--- src/rtl/alu_pkg.sv ---
// Shared ALU definitions: op codes, FSM states, default width.
// Op-code values track the ALU control decoder outputs.
package alu_pkg;

  localparam int ALU_DATA_WIDTH = 32;

  localparam logic [3:0] ALU_ADD = 4'b0000;
  localparam logic [3:0] ALU_SUB = 4'b0001;
  localparam logic [3:0] ALU_AND = 4'b0010;
  localparam logic [3:0] ALU_OR  = 4'b0011;
  localparam logic [3:0] ALU_XOR = 4'b0100;
  localparam logic [3:0] ALU_LUI = 4'b0101;
  localparam logic [3:0] ALU_SRL = 4'b0110;
  localparam logic [3:0] ALU_SLL = 4'b0111;

  typedef enum logic [1:0] {
    IDLE  = 2'd0,
    SHIFT = 2'd1,
    DONE  = 2'd2
  } alu_state_e;

endpackage

--- src/rtl/alu_iterative_exec_if.sv ---
// Request/response handshake bundle for alu_iterative_exec.
// slave = execution unit, master = issuing datapath.
interface alu_iterative_exec_if #(
  parameter int DATA_WIDTH = alu_pkg::ALU_DATA_WIDTH
);

  logic                  valid_i;
  logic                  ready_o;
  logic [3:0]            ALU_Operation_i;
  logic [DATA_WIDTH-1:0] A_i;
  logic [DATA_WIDTH-1:0] B_i;
  logic                  valid_o;
  logic                  ready_i;
  logic [DATA_WIDTH-1:0] ALU_Result_o;
  logic                  Zero_o;

  modport slave (
    input  valid_i, ALU_Operation_i,
    input  A_i, B_i, ready_i,
    output ready_o, valid_o,
    output ALU_Result_o, Zero_o
  );

  modport master (
    output valid_i, ALU_Operation_i,
    output A_i, B_i, ready_i,
    input  ready_o, valid_o,
    input  ALU_Result_o, Zero_o
  );

endinterface

--- src/rtl/alu_serial_shifter.sv ---
// Bit-serial logical shifter, one bit per cycle.
// done is high in the cycle whose q_next is the final value.
module alu_serial_shifter #(
  parameter int DATA_WIDTH  = 32,
  parameter int SHAMT_WIDTH = 5
) (
  input  logic                   clk,
  input  logic                   reset,
  input  logic                   load,
  input  logic                   dir,
  input  logic [SHAMT_WIDTH-1:0] shamt,
  input  logic [DATA_WIDTH-1:0]  data,
  output logic [DATA_WIDTH-1:0]  q_next,
  output logic                   done
);

  logic [DATA_WIDTH-1:0]  work;
  logic [SHAMT_WIDTH-1:0] cnt;
  logic                   left;

  assign q_next = left ? {work[DATA_WIDTH-2:0], 1'b0}
                       : {1'b0, work[DATA_WIDTH-1:1]};
  assign done   = (cnt == SHAMT_WIDTH'(1));

  always_ff @(posedge clk or negedge reset) begin
    if (!reset) begin
      work <= '0;
      cnt  <= '0;
      left <= 1'b0;
    end else if (load) begin
      work <= data;
      cnt  <= shamt;
      left <= dir;
    end else if (cnt != '0) begin
      work <= q_next;
      cnt  <= cnt - SHAMT_WIDTH'(1);
    end
  end

endmodule

--- src/rtl/alu_iterative_exec.sv ---
// Multicycle ALU execution unit with valid/ready request and result.
// Define ALU_BARREL_SHIFT_EN for single-cycle shifts.
module alu_iterative_exec
  import alu_pkg::*;
#(
  parameter int DATA_WIDTH  = ALU_DATA_WIDTH,
  parameter int SHAMT_WIDTH = 5
) (
  input logic            clk,
  input logic            reset,
  alu_iterative_exec_if.slave bus
);

  alu_state_e state, state_nxt;

  logic [DATA_WIDTH-1:0]  result, res_nxt;
  logic                   zero, zero_nxt;
  logic [DATA_WIDTH-1:0]  comb_res;
  logic [DATA_WIDTH-1:0]  sh_next;
  logic [SHAMT_WIDTH-1:0] shamt;
  logic                   sh_done;
  logic                   sh_load;
  logic                   serial_go;
  logic [3:0]             op;

  assign op    = bus.ALU_Operation_i;
  assign shamt = bus.B_i[SHAMT_WIDTH-1:0];

  always_comb begin
    comb_res = '0;
    case (op)
      ALU_ADD: comb_res = bus.A_i + bus.B_i;
      ALU_SUB: comb_res = bus.A_i - bus.B_i;
      ALU_AND: comb_res = bus.A_i & bus.B_i;
      ALU_OR:  comb_res = bus.A_i | bus.B_i;
      ALU_XOR: comb_res = bus.A_i ^ bus.B_i;
      ALU_LUI: comb_res = {bus.B_i[DATA_WIDTH-1:12], 12'h000};
`ifdef ALU_BARREL_SHIFT_EN
      ALU_SRL: comb_res = bus.A_i >> shamt;
      ALU_SLL: comb_res = bus.A_i << shamt;
`else
      // only reached with shamt == 0
      ALU_SRL, ALU_SLL: comb_res = bus.A_i;
`endif
      default: comb_res = '0;
    endcase
  end

`ifdef ALU_BARREL_SHIFT_EN
  assign serial_go = 1'b0;
  assign sh_done   = 1'b0;
  assign sh_next   = '0;
`else
  assign serial_go = ((op == ALU_SRL) || (op == ALU_SLL))
                  && (shamt != '0);

  alu_serial_shifter #(
    .DATA_WIDTH  (DATA_WIDTH),
    .SHAMT_WIDTH (SHAMT_WIDTH)
  ) u_shifter (
    .clk    (clk),
    .reset  (reset),
    .load   (sh_load),
    .dir    (op == ALU_SLL),
    .shamt  (shamt),
    .data   (bus.A_i),
    .q_next (sh_next),
    .done   (sh_done)
  );
`endif

  always_comb begin
    state_nxt = state;
    res_nxt   = result;
    zero_nxt  = zero;
    sh_load   = 1'b0;
    unique case (state)
      IDLE: begin
        if (bus.valid_i) begin
          if (serial_go) begin
            sh_load   = 1'b1;
            state_nxt = SHIFT;
          end else begin
            res_nxt   = comb_res;
            zero_nxt  = (comb_res == '0);
            state_nxt = DONE;
          end
        end
      end
      SHIFT: begin
        if (sh_done) begin
          res_nxt   = sh_next;
          zero_nxt  = (sh_next == '0);
          state_nxt = DONE;
        end
      end
      DONE: begin
        if (bus.ready_i) state_nxt = IDLE;
      end
      default: state_nxt = IDLE;
    endcase
  end

  always_ff @(posedge clk or negedge reset) begin
    if (!reset) begin
      state  <= IDLE;
      result <= '0;
      zero   <= 1'b0;
    end else begin
      state  <= state_nxt;
      result <= res_nxt;
      zero   <= zero_nxt;
    end
  end

  assign bus.ready_o      = (state == IDLE);
  assign bus.valid_o      = (state == DONE);
  assign bus.ALU_Result_o = result;
  assign bus.Zero_o       = zero;

endmodule
--- src/flat_wrapper.sv ---
// flat-port wrapper written by rule: the top's interface ports become plain ports
module alu_iterative_exec_flat import alu_pkg::*;
#(
  parameter int DATA_WIDTH  = ALU_DATA_WIDTH,
  parameter int SHAMT_WIDTH = 5
)
  (clk, reset, bus_valid_i, bus_ALU_Operation_i, bus_A_i, bus_B_i, bus_ready_i, bus_ready_o, bus_valid_o, bus_ALU_Result_o, bus_Zero_o);
  alu_iterative_exec_if #(.DATA_WIDTH(DATA_WIDTH)) bus_i ();
  input logic clk;
  input logic reset;
  input wire logic [$bits(bus_i.valid_i)-1:0] bus_valid_i;
  input wire logic [$bits(bus_i.ALU_Operation_i)-1:0] bus_ALU_Operation_i;
  input wire logic [$bits(bus_i.A_i)-1:0] bus_A_i;
  input wire logic [$bits(bus_i.B_i)-1:0] bus_B_i;
  input wire logic [$bits(bus_i.ready_i)-1:0] bus_ready_i;
  output wire logic [$bits(bus_i.ready_o)-1:0] bus_ready_o;
  output wire logic [$bits(bus_i.valid_o)-1:0] bus_valid_o;
  output wire logic [$bits(bus_i.ALU_Result_o)-1:0] bus_ALU_Result_o;
  output wire logic [$bits(bus_i.Zero_o)-1:0] bus_Zero_o;
  assign bus_i.valid_i = bus_valid_i;
  assign bus_i.ALU_Operation_i = bus_ALU_Operation_i;
  assign bus_i.A_i = bus_A_i;
  assign bus_i.B_i = bus_B_i;
  assign bus_i.ready_i = bus_ready_i;
  assign bus_ready_o = bus_i.ready_o;
  assign bus_valid_o = bus_i.valid_o;
  assign bus_ALU_Result_o = bus_i.ALU_Result_o;
  assign bus_Zero_o = bus_i.Zero_o;
  alu_iterative_exec #(.DATA_WIDTH(DATA_WIDTH), .SHAMT_WIDTH(SHAMT_WIDTH)) u_core (.clk(clk), .reset(reset), .bus(bus_i));
endmodule
--- config.mk ---
export PLATFORM = sky130hd
export DESIGN_NAME = alu_iterative_exec_flat
export DESIGN_NICKNAME = d
export VERILOG_FILES = /design/src/rtl/alu_pkg.sv /design/src/rtl/alu_iterative_exec_if.sv /design/src/rtl/alu_serial_shifter.sv /design/src/rtl/alu_iterative_exec.sv /design/src/flat_wrapper.sv
export SDC_FILE = /design/constraint.sdc
export NUM_CORES = 1
export LEC_CHECK = 0
export ABC_AREA = 0
export CAP_MARGIN = 0
export CORE_UTILIZATION = 40
export CTS_CLUSTER_DIAMETER = 50
export DETAILED_ROUTE_END_ITERATION = 12
export GPL_ROUTABILITY_DRIVEN = 0
export PLACE_DENSITY = 0.61
export SYNTH_ARGS = -nofsm -noshare
export SYNTH_HDL_FRONTEND = slang
export SYNTH_HIERARCHICAL = 1
export SYNTH_SLANG_ARGS = --single-unit
--- constraint.sdc ---
create_clock -name clk -period 3.95 [get_ports clk]
set_input_delay 0.5925 -clock clk [delete_from_list [all_inputs] [get_ports clk]]
set_output_delay 0.5925 -clock clk [all_outputs]
set_load 0.01 [all_outputs]
# After elaboration in Yosys (flattened, before gate mapping)
# Cells that the tools add are included.
# classes
add_sub_neg	3
multipliers	0
n_div	0
order_cmp	0
eq_ne	14
shift	0
mux	22
bitwise_logic	3
n_reduce_logical	13
# op_table
operator	count
32-bit case mux with 7 select lines	1
32-bit 2-to-1 mux	6
32-bit zero test	2
32-bit case mux with 2 select lines	1
32-bit adder	1
32-bit bitwise AND	1
32-bit OR	1
32-bit subtractor	1
32-bit XOR	1
4-bit by 3-bit equality test with 1-bit output, second input constant	4
5-bit 2-to-1 mux	2
5-bit nonzero test	2
4-bit by 2-bit equality test with 1-bit output, second input constant	2
2-bit 2-to-1 mux	4
1-bit 2-to-1 mux	6
2-bit inequality test, second input constant	3
2-bit case mux with 3 select lines	1
5-bit by 1-bit equality test with 1-bit output, second input constant	1
5-bit by 1-bit subtractor with 5-bit output, second input constant	1
4-bit by 1-bit equality test with 1-bit output, second input constant	1
4-bit zero test	1
4-bit AND reduction	1
2-bit nonzero test	2
3-bit AND reduction	1
8 further kinds	8
# word_totals
ff_bits	73
latchBits	0
mem_bits_rw	0
romBits	0
inputBits	72
out_inout_bits	35
elab_cells	61
mem_count	0

# Depth between registers and ports, before layout
# logic_depth
word_depth	7
ltp_mapped	20
depth_no_buf	20

# Cells and area by module
# Netlist, hierarchy kept.
# modules_own_cells
mod	n_inst	cells_each	area_per_inst_um2	seq_area_each_um2
alu_iterative_exec	1	965	6825.3	875.8
alu_serial_shifter	1	206	2200.9	950.9

# Least setup slack after synthesis
# Ideal clock, no wire load.
# synth_path
path_type	input -> register
from	input bus_ALU_Operation_i[1]
to	register u_core.zero, in the netlist u_core/bus.Zero_o
setup_time_ns	0.095
t_arrival_ns	4.520
required_ns	3.855
path_slack_ns	-0.665
path_stages	20
n_path_buf	5
cell_sequence	buf_2 or3_1 clkbuf_1 clkbuf_1 nor2_1 clkbuf_1 nor2_1 xnor2_1 ha_1 buf_2 a21oi_1 nor2_1 nor3_1 or3b_1 and2_1 a311o_1 xnor2_1 a211oi_1 nand4_1 o31ai_1
# synth_between
elab_chain_cells	7
elab_cells_between_ends	18
classes_between	eq/ne: 8; mux: 4; reduce/logical: 6
# synth_rtl
item	line_no	text
start, declared	flat_wrapper.sv:12	input wire logic [$bits(bus_i.ALU_Operation_i)-1:0] bus_ALU_Operation_i;
4-bit by 3-bit equality test with 1-bit output	alu_iterative_exec.sv:31, alu_iterative_exec.sv:54	
2-bit OR reduction	alu_iterative_exec.sv:31	case (op)
32-bit case mux with 7 select lines	alu_iterative_exec.sv:31	
32-bit zero test	alu_iterative_exec.sv:85	zero_nxt = (comb_res == '0);
1-bit 2-to-1 mux	alu_iterative_exec.sv:80	if (serial_go) begin
1-bit 2-to-1 mux	alu_iterative_exec.sv:79	if (bus.valid_i) begin
1-bit case mux with 2 select lines	alu_iterative_exec.sv:77	unique case (state)
end signal, assigned	alu_iterative_exec.sv:112	zero <= zero_nxt;
end, declared	alu_iterative_exec.sv:17	logic zero, zero_nxt;
# Several ways; a longest one is shown, not always the timed one. The select of a mux whose other input is x is not followed.
# A chain may end at the register's enable or synchronous reset.

# Worst setup path in the final report
# layout_path
from	input bus_B_i[8]
to	register u_core.result[29], in the netlist u_core/bus.ALU_Result_o[29]
# layout_between
elab_chain_cells	5
elab_cells_between_ends	6
classes_between	add/sub: 2; mux: 4
# layout_rtl
item	line_no	text
start, declared	flat_wrapper.sv:14	input wire logic [$bits(bus_i.B_i)-1:0] bus_B_i;
32-bit subtractor or 32-bit adder (tied branches)	alu_iterative_exec.sv:33, alu_iterative_exec.sv:32	
32-bit case mux with 7 select lines *	alu_iterative_exec.sv:31	
32-bit 2-to-1 mux *	alu_iterative_exec.sv:80	
32-bit 2-to-1 mux *	alu_iterative_exec.sv:79	
32-bit case mux with 2 select lines *	alu_iterative_exec.sv:77	
end signal, assigned	alu_iterative_exec.sv:111	result <= res_nxt;
end, declared	alu_iterative_exec.sv:16	logic [DATA_WIDTH-1:0] result, res_nxt;
# Mark *: on every way between the ends. The rest lies on a longest branch, timed or not. The select of a mux whose other input is x is not followed.

==> summary.txt <==
Timing
  – RSZ-0062 raised after global routing: true
  – Max Slew Vio Count: 0
  – Final setup viols: 5
  – Fin crit share: 104%
  – FMAX: 243 MHz
  – Clk_skew: 0.00513 ns
  – Min cycle time layout: 4.11 ns
  – Worst rel slew slack: 21.9%
  – Final setup margin: -0.160 ns
  – Worst-Margin Slew: 1.17 ns
  – Final hold vios: 0

Global route
  – Overall Global Routing Usage: 27.3%
  – Largest net degree at the start of global routing: 74
  – Initial antenna violation count: 0
  – GRT busiest layer: met2
  – Met1 usage in global routing: 40.3%
  – Gr ovfl total: 0
  – First-pass GRT wire length: 50500 µm
  – M2 GR Usage: 42.2%
  – Vias in the first global route: 9356
  – Met3 GRT Util: 2.10%

Worst setup path
  – Startpoint Class: primary input
  – Crit end category: flip-flop
  – Delay-heaviest family, CP: simple AND/OR/NAND/NOR gates
  – R2R cell count: 13
  – Largest stage delay, worst path: 0.56 ns
  – Worst-path fanout max: 3
  – CP required: 4.15 ns
  – Cells along the critical path: buf_6, or4_4, buf_6, or4_4, nand2_4, xnor2_2, ha_4, a21oi_2, o21ai_2, nor3_2, or3b_4, and2_4, a311o_1, xnor2_2, buf_4, a21oi_4, o2bb2ai_2, o21ai_1
  – R2R setup slack: 0.99 ns
  – Critical setup path kind: in -> reg
  – Buf/Inv on CP: 3
  – CP max-delay cell: or4_4
  – Stages on the worst setup path: 18
  – CP arrival: 4.31 ns

Floorplan
  – Die width: 152 µm
  – Ports: 107
  – Die area: 23200 µm²
  – Initial Util: 41.1%
  – # rows: 54
  – Die height: 152 µm
  – Core area: 22000 µm²

Placement
  – Placed Area: 12000 µm²
  – Port Buffer Count: 106
  – Hpwl dp: 25400 µm

Final layout
  – Layout cell share with drive strength beyond 1: 29.6%
  – Final #Nets: 1643
  – # fillers: 2004
  – Area Growth Syn to Fin: 43.9%
  – Antenna diodes: 0
  – Final core occ: 59.1%
  – Design area: 13000 µm²

Routing
  – Residual DRC: 7
  – DR vias/cell: 5.57
  – 1st-pass router iterations: 11
  – Via count: 9768
  – Final ANT Viol Nets: 0
  – DRT Wirelength: 32300 µm
  – 1st-iter DRT viols: 756
  – Post-DR wirelength/cell: 18.4 µm

Synth
  – Synth Instances: 1171
  – Yosys reg bits: 73
  – Post-synthesis sequential area ratio: 20.2%
  – Most frequent cell after synthesis: nand2_1
  – Synth top area cells: dfrtp_1 20%, ha_1 14%, mux2i_1 6.5%
  – Commonest cells post-synth: 134 x nand2_1, 99 x ha_1, 83 x inv_1
  – Yosys warns: 6
  – Post-synth EDFFs: 0
  – Top cell type's share of synthesized area: 20.2%
  – Leading area contributor after synthesis: dfrtp_1
  – Synthesized area per cell: 7.71 µm²
  – Syn Nets: 1343
  – Synth Cell Area: 9030 µm²
  – Post-synth ARST share: 100%
  – Cell variety after synth: 77
  – Synth Flop Type: dfrtp_1

Clocking
  – Clk sinks: 73
  – Number of buffers created by CTS: 9
  – H-Tree Depth: 3
  – CTS Hold Bufs: 0
  – Clk slew on worst S/H paths: 0.06 ns
  – CTS Buffer Depth: 2
  – Clock Latency Late Sink: 0.33 ns
  – CTS tree: yes
  – CTS Root Cell: clkbuf_16

Worst hold path
  – HP Class: in -> async

Pwr
  – Gate power share: 56.9%
  – Sequential share of power: 27.0%
  – Maximum VDD drop: 0.000293 V
  – Switching power: 1.85 mW
  – Leak pwr: 6.21 nW
  – PD cells: 364 nW/µm²
  – Cell-internal power: 2.88 mW
  – Sw frac: 39.1%
  – Clock power share: 16.1%

Run status
  – Outcome: complete, but fails checks
  – Violated checks: design-rule violations, negative setup slack

Run
  – Max-cap violations: 0
==> kinds of logic (layout without fill, tap and decap cells) <==
logic type,Yosys count,count (layout),share of synthesized area [%]
xor+xnor,50,50,4.85
buf+inv,158,462,7.40
compound gates,358,358,24.6
mux,95,95,11.0
flops,73,73,20.2
fa+ha+maj,100,100,13.9
simple gates,337,337,17.9
==> state kept, by name, summed over array words and instances (netlist names) <==
register and cells:
u_core/bus.ALU_Result_o 32, u_core/u_shifter/work 32, u_core/u_shifter/cnt 5, u_core/state 2
u_core/bus.Zero_o 1, u_core/u_shifter/left 1
==> final cells by class <==
cell class	count	area, µm²	share of cell area (%)
well taps	280	350	2.70
inverters	85	324	2.50
multi-input cells	940	7170	55.2
clock inverters	2	12.5	0.0964
flip-flops and latches	73	1830	14.1
clock buffers	13	270	2.08
repair buffers	362	3030	23.3
==> per-layer routing <==
metal	routed length, µm	part of all wire (%)
met3	1680	5.2
met2	14200	44
met4	721	2.2
met1	15700	49
met5	0	0
==> power groups by stage <==
stage	Sequential (mW)	Clock (mW)	Combinational, mW
floorplan	1.29	0	1.42
global placement	1.28	0	2.46
detailed placement	1.28	0	2.50
CTS	1.27	0.776	2.56
global route	1.32	0.804	2.90
finish	1.28	0.760	2.69
==> worst paths after layout <==
kind,start,end
worst max-delay path,bus_B_i[8],u_core/bus.ALU_Result_o[29]
worst min-delay path,reset,u_core/bus.ALU_Result_o[0]
min in group clk,u_core/bus.ALU_Result_o[1],u_core/bus.ALU_Result_o[1]
worst max register to register,u_core/u_shifter/cnt[1],u_core/bus.Zero_o
worst min register to register,u_core/bus.ALU_Result_o[1],u_core/bus.ALU_Result_o[1]
max in group asynchronous,reset,u_core/u_shifter/work[14]
==> cell usage in the layout (no fill, tap or decap), types with 7 or more instances in the layout <==
| cell | Yosys | routed |
|---|---|---|
| clkbuf_16 | 0 | 10 |
| o22ai_1 | 25 | 22 |
| a21oi_2 | 0 | 16 |
| a21oi_1 | 81 | 62 |
| a211o_1 | 7 | 7 |
| clkdlybuf4s50_1 | 0 | 88 |
| nand2_1 | 134 | 129 |
| o31ai_1 | 14 | 12 |
| nor3_1 | 20 | 16 |
| o21a_1 | 10 | 10 |
| buf_4 | 0 | 246 |
| o21ai_1 | 38 | 49 |
| buf_6 | 1 | 11 |
| a21o_1 | 18 | 17 |
| nand4_1 | 12 | 12 |
| ha_1 | 99 | 91 |
| mux2_2 | 36 | 36 |
| nor2_1 | 76 | 69 |
| dfrtp_1 | 73 | 73 |
| nor4_1 | 12 | 10 |
| nand3_1 | 19 | 18 |
| o211ai_1 | 8 | 8 |
| o21ai_0 | 79 | 61 |
| xnor2_1 | 40 | 35 |
| inv_1 | 83 | 81 |
| mux2i_1 | 59 | 59 |
| a22oi_1 | 16 | 16 |
| o21ai_2 | 1 | 8 |
| nand2b_1 | 9 | 7 |
| xor2_1 | 10 | 8 |
==> metrics by stage <==
| stage | setup slack, ns | hold slack (ns) | power [mW] | setup TNS, ns | instances |
|---|---|---|---|---|---|
| after floorplan | -0.0795 | 0.297 | 2.71 | -0.0795 | 1171 |
| after detailed placement | -0.988 | 0.468 | 3.78 | -14.62 | 1715 |
| final | -0.160 | 0.383 | 4.73 | -0.451 | 1755 |
| after global routing | -0.323 | 0.465 | 5.03 | -1.52 | 1755 |
| after global placement | -0.972 | 0.460 | 3.73 | -13.36 | 1715 |
| after CTS | -0.264 | 0.425 | 4.61 | -0.515 | 1743 |
==> repair_timing <==
| item | in CTS | in global routing |
|---|---|---|
| pin swaps | 41 | 63 |
| cloned | 0 | 1 |
| setup buffers | 13 | 12 |
| gates resized for setup | 63 | 95 |
| endpoints found under the setup margin | 20 | 19 |
Note: power is estimated with default switching activity, not from simulation.
